### config.mk
export PLATFORM = sky130hd
export DESIGN_NAME = projectile_pool
export DESIGN_NICKNAME = d
export VERILOG_FILES = /design/src/rtl/game_pkg.sv /design/src/rtl/free_slot_enc.sv /design/src/rtl/projectile_pool.sv
export SDC_FILE = /design/constraint.sdc
export NUM_CORES = 1
export LEC_CHECK = 0
export BUFFER_PORTS_ARGS = -buffer_cell sky130_fd_sc_hd__buf_2
export CAP_MARGIN = 10
export CORE_MARGIN = 1.5
export CORE_UTILIZATION = 60
export CTS_BUF_LIST = sky130_fd_sc_hd__clkbuf_8
export DETAILED_ROUTE_END_ITERATION = 7
export PLACE_DENSITY = 0.83
export SYNTH_ARGS = -nofsm -noshare
export SYNTH_HDL_FRONTEND = slang
export SYNTH_HIERARCHICAL = 1
export SYNTH_SLANG_ARGS = --single-unit
### constraint.sdc
create_clock -name CLOCK_50 -period 7.2 [get_ports CLOCK_50]
set_input_delay 0.72 -clock CLOCK_50 [delete_from_list [all_inputs] [get_ports CLOCK_50]]
set_output_delay 0.72 -clock CLOCK_50 [all_outputs]
set_load 0.01 [all_outputs]
### src/rtl/game_pkg.sv
// ---------------------------------------------------------------------------
// game_pkg
// Constants shared by the invaders game blocks (screen limits, ship hit-box,
// lives default, coordinate width) and the projectile pool FSM encoding.
// Modules override the *_DEF values through their own parameters.
// ---------------------------------------------------------------------------
package game_pkg;

  localparam int COORD_W_DEF = 10;   // 640x480 screen fits in 10 bits
  localparam int X_MAX_DEF   = 639;  // last visible column
  localparam int Y_MAX_DEF   = 479;  // last visible row
  localparam int SHIP_W_DEF  = 45;   // ship hit-box width
  localparam int SHIP_H_DEF  = 20;   // ship hit-box height
  localparam int LIVES_DEF   = 3;    // lives loaded at reset/restart

  typedef enum logic [1:0] {
    ST_IDLE = 2'd0,
    ST_MOVE = 2'd1,
    ST_SCAN = 2'd2
  } pool_state_t;

endpackage

### src/rtl/free_slot_enc.sv
// ---------------------------------------------------------------------------
// free_slot_enc
// Lowest-zero priority encoder: returns the index of the lowest clear bit of
// the slot-occupancy mask and whether any slot is free.
// Ports:
//   i_used      occupancy mask, bit i = slot i in use
//   o_idx       index of the lowest free slot (0 when none free)
//   o_any_free  at least one slot is free
// ---------------------------------------------------------------------------
module free_slot_enc
  import game_pkg::*;
#(
  parameter int N_SLOTS = 8,
  parameter int IDX_W   = 3
) (
  input  logic [N_SLOTS-1:0] i_used,
  output logic [IDX_W-1:0]   o_idx,
  output logic               o_any_free
);

  // Scan from the top down so the lowest free index is written last.
  always_comb begin
    o_idx      = '0;
    o_any_free = 1'b0;
    for (int i = N_SLOTS - 1; i >= 0; i--) begin
      if (!i_used[i]) begin
        o_idx      = IDX_W'(i);
        o_any_free = 1'b1;
      end else begin
        o_any_free = o_any_free;
      end
    end
  end

endmodule

### src/rtl/projectile_pool.sv
// ---------------------------------------------------------------------------
// projectile_pool
// Pool of N_SLOTS projectiles: allocation, timed motion, despawn at the
// screen edges, ship hit detection, lives counter and game-over flag.
// Optional feature macro: PROJ_LIVES_EN (lives counter and perdeu; without
// it vidas stays at LIVES, perdeu is 0 and motion never stops).
// Ports:
//   CLOCK_50, reset     clock, asynchronous active-high reset
//   pausa, reiniciar    freeze ticks/spawns; one-cycle synchronous restart
//   spawn_*             spawn handshake and start position/direction
//   ship_x, ship_y      ship hit-box top-left corner
//   proj_x/y/active     packed per-slot position and valid mask
//   hit_pulse           one cycle per ship hit
//   vidas, perdeu       remaining lives, sticky game-over
// ---------------------------------------------------------------------------
module projectile_pool
  import game_pkg::*;
#(
  parameter int N_SLOTS  = 8,
  parameter int COORD_W  = COORD_W_DEF,
  parameter int TICK_DIV = 320000,
  parameter int SPEED    = 2,
  parameter int Y_MAX    = Y_MAX_DEF,
  parameter int SHIP_W   = SHIP_W_DEF,
  parameter int SHIP_H   = SHIP_H_DEF,
  parameter int LIVES    = LIVES_DEF
) (
  input  logic                         CLOCK_50,
  input  logic                         reset,
  input  logic                         pausa,
  input  logic                         reiniciar,
  input  logic                         spawn_valid,
  output logic                         spawn_ready,
  input  logic [COORD_W-1:0]           spawn_x,
  input  logic [COORD_W-1:0]           spawn_y,
  input  logic                         spawn_up,
  input  logic [COORD_W-1:0]           ship_x,
  input  logic [COORD_W-1:0]           ship_y,
  output logic [N_SLOTS*COORD_W-1:0]   proj_x,
  output logic [N_SLOTS*COORD_W-1:0]   proj_y,
  output logic [N_SLOTS-1:0]           proj_active,
  output logic                         hit_pulse,
  output logic [1:0]                   vidas,
  output logic                         perdeu
);

  localparam int IDX_W  = (N_SLOTS > 1) ? $clog2(N_SLOTS) : 1;
  localparam int TCNT_W = $clog2(TICK_DIV);
  localparam logic [TCNT_W-1:0]  TICK_LAST = TCNT_W'(TICK_DIV - 1);
  localparam logic [IDX_W-1:0]   IDX_LAST  = IDX_W'(N_SLOTS - 1);
  // Edge and box comparisons use one extra bit so sums cannot wrap.
  localparam logic [COORD_W:0]   SPEED_X   = (COORD_W+1)'(SPEED);
  localparam logic [COORD_W:0]   Y_MAX_X   = (COORD_W+1)'(Y_MAX);
  localparam logic [COORD_W:0]   SHIP_W_X  = (COORD_W+1)'(SHIP_W);
  localparam logic [COORD_W:0]   SHIP_H_X  = (COORD_W+1)'(SHIP_H);
  localparam logic [COORD_W-1:0] SPEED_C   = COORD_W'(SPEED);
  localparam logic [1:0]         LIVES_C   = 2'(LIVES);

  pool_state_t                      r_state, w_state_next;
  logic [IDX_W-1:0]                 r_idx;
  logic [TCNT_W-1:0]                r_tick_cnt;
  logic                             r_tick_pend, w_run, w_tick_wrap;
  logic [N_SLOTS-1:0][COORD_W-1:0]  r_x, r_y, w_y_mv;
  logic [N_SLOTS-1:0]               r_up, r_active, w_gone;
  logic [IDX_W-1:0]                 w_free_idx;
  logic                             w_any_free, w_spawn_ready, w_spawn_fire;
  logic                             w_hit, r_hit_pulse;
  logic [COORD_W:0]                 w_scan_x, w_scan_y, w_box_x, w_box_y;
  logic [1:0]                       w_vidas;
  logic                             w_perdeu;

  free_slot_enc #(.N_SLOTS(N_SLOTS), .IDX_W(IDX_W)) u_free_slot_enc (
    .i_used     (r_active),
    .o_idx      (w_free_idx),
    .o_any_free (w_any_free)
  );

  assign w_run       = !pausa && !w_perdeu;
  assign w_tick_wrap = w_run && (r_tick_cnt == TICK_LAST);

  // Reset/restart force ready low so nothing is accepted while clearing.
  assign w_spawn_ready = (r_state == ST_IDLE) && !pausa && !w_perdeu && !r_tick_pend &&
                         w_any_free && !w_tick_wrap && !reset && !reiniciar;
  assign w_spawn_fire  = spawn_valid && w_spawn_ready;

  assign w_scan_x = {1'b0, r_x[r_idx]};
  assign w_scan_y = {1'b0, r_y[r_idx]};
  assign w_box_x  = {1'b0, ship_x};
  assign w_box_y  = {1'b0, ship_y};
  // Only enemy (downward) shots can hit the ship.
  assign w_hit = (r_state == ST_SCAN) && r_active[r_idx] && !r_up[r_idx] &&
                 (w_scan_x >= w_box_x) && (w_scan_x < w_box_x + SHIP_W_X) &&
                 (w_scan_y >= w_box_y) && (w_scan_y < w_box_y + SHIP_H_X);

  // Motion tick divider and pending-tick flag.
  always_ff @(posedge CLOCK_50 or posedge reset) begin
    if (reset) begin
      r_tick_cnt  <= '0;
      r_tick_pend <= 1'b0;
    end else if (reiniciar) begin
      r_tick_cnt  <= '0;
      r_tick_pend <= 1'b0;
    end else begin
      if (w_run) r_tick_cnt <= w_tick_wrap ? '0 : r_tick_cnt + TCNT_W'(1);
      if (w_tick_wrap)                            r_tick_pend <= 1'b1;
      else if (r_state == ST_IDLE && r_tick_pend) r_tick_pend <= 1'b0;
    end
  end

  // FSM state register and scan index.
  always_ff @(posedge CLOCK_50 or posedge reset) begin
    if (reset) begin
      r_state <= ST_IDLE;
      r_idx   <= '0;
    end else if (reiniciar) begin
      r_state <= ST_IDLE;
      r_idx   <= '0;
    end else begin
      r_state <= w_state_next;
      r_idx   <= (r_state == ST_SCAN) ? r_idx + IDX_W'(1) : '0;
    end
  end

  // FSM next-state logic.
  always_comb begin
    w_state_next = r_state;
    case (r_state)
      ST_IDLE: if (r_tick_pend) w_state_next = ST_MOVE; else w_state_next = ST_IDLE;
      ST_MOVE: w_state_next = ST_SCAN;
      ST_SCAN: if (r_idx == IDX_LAST) w_state_next = ST_IDLE; else w_state_next = ST_SCAN;
      default: w_state_next = ST_IDLE;
    endcase
  end

  // Per-slot moved position and despawn decision; up shots must not underflow.
  always_comb begin
    w_y_mv = '0;
    w_gone = '0;
    for (int i = 0; i < N_SLOTS; i++) begin
      if (r_up[i]) begin
        w_gone[i] = ({1'b0, r_y[i]} < SPEED_X);
        w_y_mv[i] = r_y[i] - SPEED_C;
      end else begin
        w_gone[i] = (({1'b0, r_y[i]} + SPEED_X) > Y_MAX_X);
        w_y_mv[i] = r_y[i] + SPEED_C;
      end
    end
  end

  // Slot storage: spawn load, motion, hit clear.
  always_ff @(posedge CLOCK_50 or posedge reset) begin
    if (reset) begin
      r_x <= '0; r_y <= '0; r_up <= '0; r_active <= '0;
    end else if (reiniciar) begin
      r_x <= '0; r_y <= '0; r_up <= '0; r_active <= '0;
    end else begin
      case (r_state)
        ST_IDLE: begin
          if (w_spawn_fire) begin
            r_x[w_free_idx]      <= spawn_x;
            r_y[w_free_idx]      <= spawn_y;
            r_up[w_free_idx]     <= spawn_up;
            r_active[w_free_idx] <= 1'b1;
          end
        end
        ST_MOVE: begin
          for (int i = 0; i < N_SLOTS; i++) begin
            if (r_active[i]) begin
              if (w_gone[i]) r_active[i] <= 1'b0;
              else           r_y[i]      <= w_y_mv[i];
            end
          end
        end
        ST_SCAN: if (w_hit) r_active[r_idx] <= 1'b0;
        default: ;
      endcase
    end
  end

  // Hit pulse follows the scanned slot by one cycle.
  always_ff @(posedge CLOCK_50 or posedge reset) begin
    if (reset)          r_hit_pulse <= 1'b0;
    else if (reiniciar) r_hit_pulse <= 1'b0;
    else                r_hit_pulse <= w_hit;
  end

`ifdef PROJ_LIVES_EN
  logic [1:0] r_vidas;
  logic       r_perdeu;

  // Lives counter, saturating at zero; game-over latches on the last life.
  always_ff @(posedge CLOCK_50 or posedge reset) begin
    if (reset) begin
      r_vidas  <= LIVES_C;
      r_perdeu <= 1'b0;
    end else if (reiniciar) begin
      r_vidas  <= LIVES_C;
      r_perdeu <= 1'b0;
    end else if (w_hit && (r_vidas != 2'd0)) begin
      r_vidas <= r_vidas - 2'd1;
      if (r_vidas == 2'd1) r_perdeu <= 1'b1;
    end
  end

  assign w_vidas  = r_vidas;
  assign w_perdeu = r_perdeu;
`else
  assign w_vidas  = LIVES_C;
  assign w_perdeu = 1'b0;
`endif

  assign spawn_ready = w_spawn_ready;
  assign proj_x      = r_x;
  assign proj_y      = r_y;
  assign proj_active = r_active;
  assign hit_pulse   = r_hit_pulse;
  assign vidas       = w_vidas;
  assign perdeu      = w_perdeu;

endmodule

==> metrics.md <==
| Metric | Value |
|---|---|
| Register area share after synthesis | 34.0% |
| Async set-reset flop share out of synthesis | 100% |
| Sequential share of power | 41.8% |
| Post-synth EDFFs | 0 |
| Starting Density | 61.2% |
| Placement Rows | 57 |
| Number of synthesized register bits | 202 |
| Die height | 160 um |
| Largest net degree at the start of global routing | 136 |
| WL final | 56400 um |
| Commonest cells after routing, fill and taps aside | nand2_1 (293), buf_2 (214), dfrtp_1 (202) |
| Final instance area | 0.0166 mm^2 |
| Minimum clock period | 4230 ps |
| IO Count | 219 |
| CTS root buf | clkbuf_8 |
| Worst hold path type | primary input to asynchronous set/reset pin |
| Drt drc | 0 |
| First-pass GRT wire length | 86600 um |
| Core Region | 0.0243 mm^2 |
| Reg2Reg Launch Point | r_idx[2] |
| Vias in the first global route | 15000 |
| Post-placement cell count | 2231 |
| Cell Area, Placed | 0.0159 mm^2 |
| P_sw | 1.16 mW |
| Area Growth Syn to Fin | 11.6% |
| Leading post-synthesis cells by cell area | dfrtp_1 (34%), nand2_1 (7.4%), ha_1 (5.9%), a21oi_1 (5.4%), a22oi_1 (4.7%) |
| Yosys top cell by area | dfrtp_1 |
| Post-synth cell types | 93 |
| P per Cell Area | 194 mW/mm^2 |
| Endpoints failing hold | 0 |
| Clock sinks | 202 |
| H-tree levels | 2 |
| Setup Viol. Count Final | 0 |
| CTS Buf Count | 38 |
| RR Endpoint | proj_active[0] |
| Worst setup path class | flop to flop |
| Outcome | completed |
| Total track usage | 43.1% |
| Fmax | 236 MHz |
| Max-Cap Viols | 0 |
| Setup Buffers After CTS | 0 |
| Clk_skew | 47.1 ps |
| Post-CTS Hold Fix Bufs | 0 |
| Post-synth top flop | dfrtp_1 |
| Worst-margin pin slew | 1220 ps |
| WHS | 357 ps |
| Clock tree buffer depth | 3 |
| Initial antenna violation count | 0 |
| Switching Fraction | 35.9% |
| Total power | 3.22 mW |
| Depth of the most critical reg-to-reg path | 15 |
| CTS tree | done |
| Rel. slew slack | 18.1% |
| Synth top area share | 34.0% |
| Clock-pin slew reported for the worst setup and hold paths after clock tree synthesis | 60 ps |
| Gate power share | 23.2% |
| IO Port Bufs | 215 |
| DRT antenna net count | 0 |
| Post-Syn Area per Cell | 8.15 um^2 |
| Total grt overflow | 0 |
| Final period utilization | 58.8% |
| Cts repair resizes | 0 |
| Share of layout cells above drive strength 1 | 18.2% |
| Setup TNS | 0 ps |
| GPL Wtd Cong | 0.981 |
| P_leak | 7.40 nW |
| Routed vias | 15900 |
| FF-to-FF setup slack | 2970 ps |
| DR vias/cell | 6.93 |
| Dpl hpwl | 40200 um |
| Commonest non-fill, non-tap cell in the layout | nand2_1 |
| Die width | 160 um |
| RSZ-0062 raised after global routing | false |
| Clock Latency Late Sink | 580 ps |
| Peak VDD IR | 146 uV |
| Clk pwr share | 35.0% |
| Worst Path Arrival | 4680 ps |
| Post-Layout Cell Count | 2297 |
| Wire per inst | 24.6 um |
| DIE AREA | 0.0257 mm^2 |
| DR iter-0 viols | 2114 |
| Layout net count | 2063 |
| Critical Path RT | 7650 ps |
| Cells after synthesis | 1825 |
| Pint | 2.07 mW |
| Detailed Routing Iterations Pass 1 | 6 |
| CP Capture Type | flop |
| Synth Cell Area | 0.0149 mm^2 |
| CP Max Fanout | 16 |
| Synthesis warning total | 6 |
| Worst setup SP type | flop |
| Max-slew violations | 0 |
-- routing by layer --
metal  wire [um]  vias up  GRT usage (%)
met4        3930        0           29.5
met2       25400     1120           66.7
met1       20800     7553           54.2
li1            -     6988              -
met5           0        -              0
met3        6250      254           9.19
-- stage by stage --
stage / setup WS (ps) / utilization, %
after detailed placement: 3060 / 65.2
after CTS: 3040 / 68.3
after global placement: 3110 / 65.2
final: 2970 / 68.3
after floorplan: 969 / -
after global routing: 2700 / 68.3
-- worst max-delay path, cell delays in order, from the launching register on --
cell	delay, ps
dfrtp_1	620
nor3b_2	800
buf_4	340
a22o_1	160
a221oi_1	70
and3_1	310
ha_1	280
a21bo_2	200
a22oi_1	170
o22ai_1	120
and4b_1	280
a41oi_1	130
a31oi_1	160
buf_4	230
a21oi_1	80
a21oi_1	150
-- cell type report --
class | instances | area, um^2
tap | 324 | 405
clock inverter | 18 | 97.6
timing repair buffer | 229 | 1180
clock buffer | 47 | 647
antenna | 1 | 2.50
fill | 2041 | 7720
inverter | 74 | 285
multi-input combinational | 1402 | 8930
sequential | 202 | 5050
-- synthesized netlist by cell type, types with 25 or more instances --
cell type and count:
dfrtp_1 202, o21ai_0 75, inv_1 73, a21oi_1 161
nand2_1 294, a22o_1 31, clkbuf_1 102, nand4_1 37
o22ai_1 25, nor2_1 99, a31oi_1 26, nor3_1 44
o32ai_1 34, ha_1 70, nand3_1 42, a22oi_1 93
-- power by group through the flow --
stage	combinational [mW]	sequential [mW]	clock, mW
final	0.748	1.35	1.13
after global routing	0.806	1.36	1.18
after CTS	0.728	1.34	1.12
after detailed placement	0.725	1.36	0
after global placement	0.719	1.35	0
after floorplan	0.523	1.30	0
-- cells by family (layout without fill, tap and decap cells) --
group	count (synthesis)	in the layout	synth area share (%)
muxes	18	18	1.34
other	2	4	0.0505
and+or+nand+nor	658	658	21.1
buffers and inverters	222	368	6.24
xor gates and xnor gates	39	39	2.30
AOI/OAI and AO/OA	612	612	29.0
adders and majority gates	72	72	6.02
DFF	202	202	34.0
-- flip-flops by register name, summed over array words and instances (netlist names) --
signal,cells
hit_pulse,1
proj_active,8
proj_x,80
proj_y,80
r_idx,3
r_state,2
r_tick_cnt,19
r_tick_pend,1
r_up,8
-- how the worst max path moves through the flow --
stage | endpoint | cells after the start | from
after floorplan | hit_pulse | 1 | reset
after global placement | proj_active[5] | 15 | r_idx[2]
after detailed placement | proj_active[5] | 15 | r_idx[2]
after CTS | proj_active[5] | 15 | r_idx[2]
after global routing | proj_active[0] | 15 | r_idx[1]
final | proj_active[0] | 15 | r_idx[2]
Note: power is estimated with default switching activity, not from simulation.
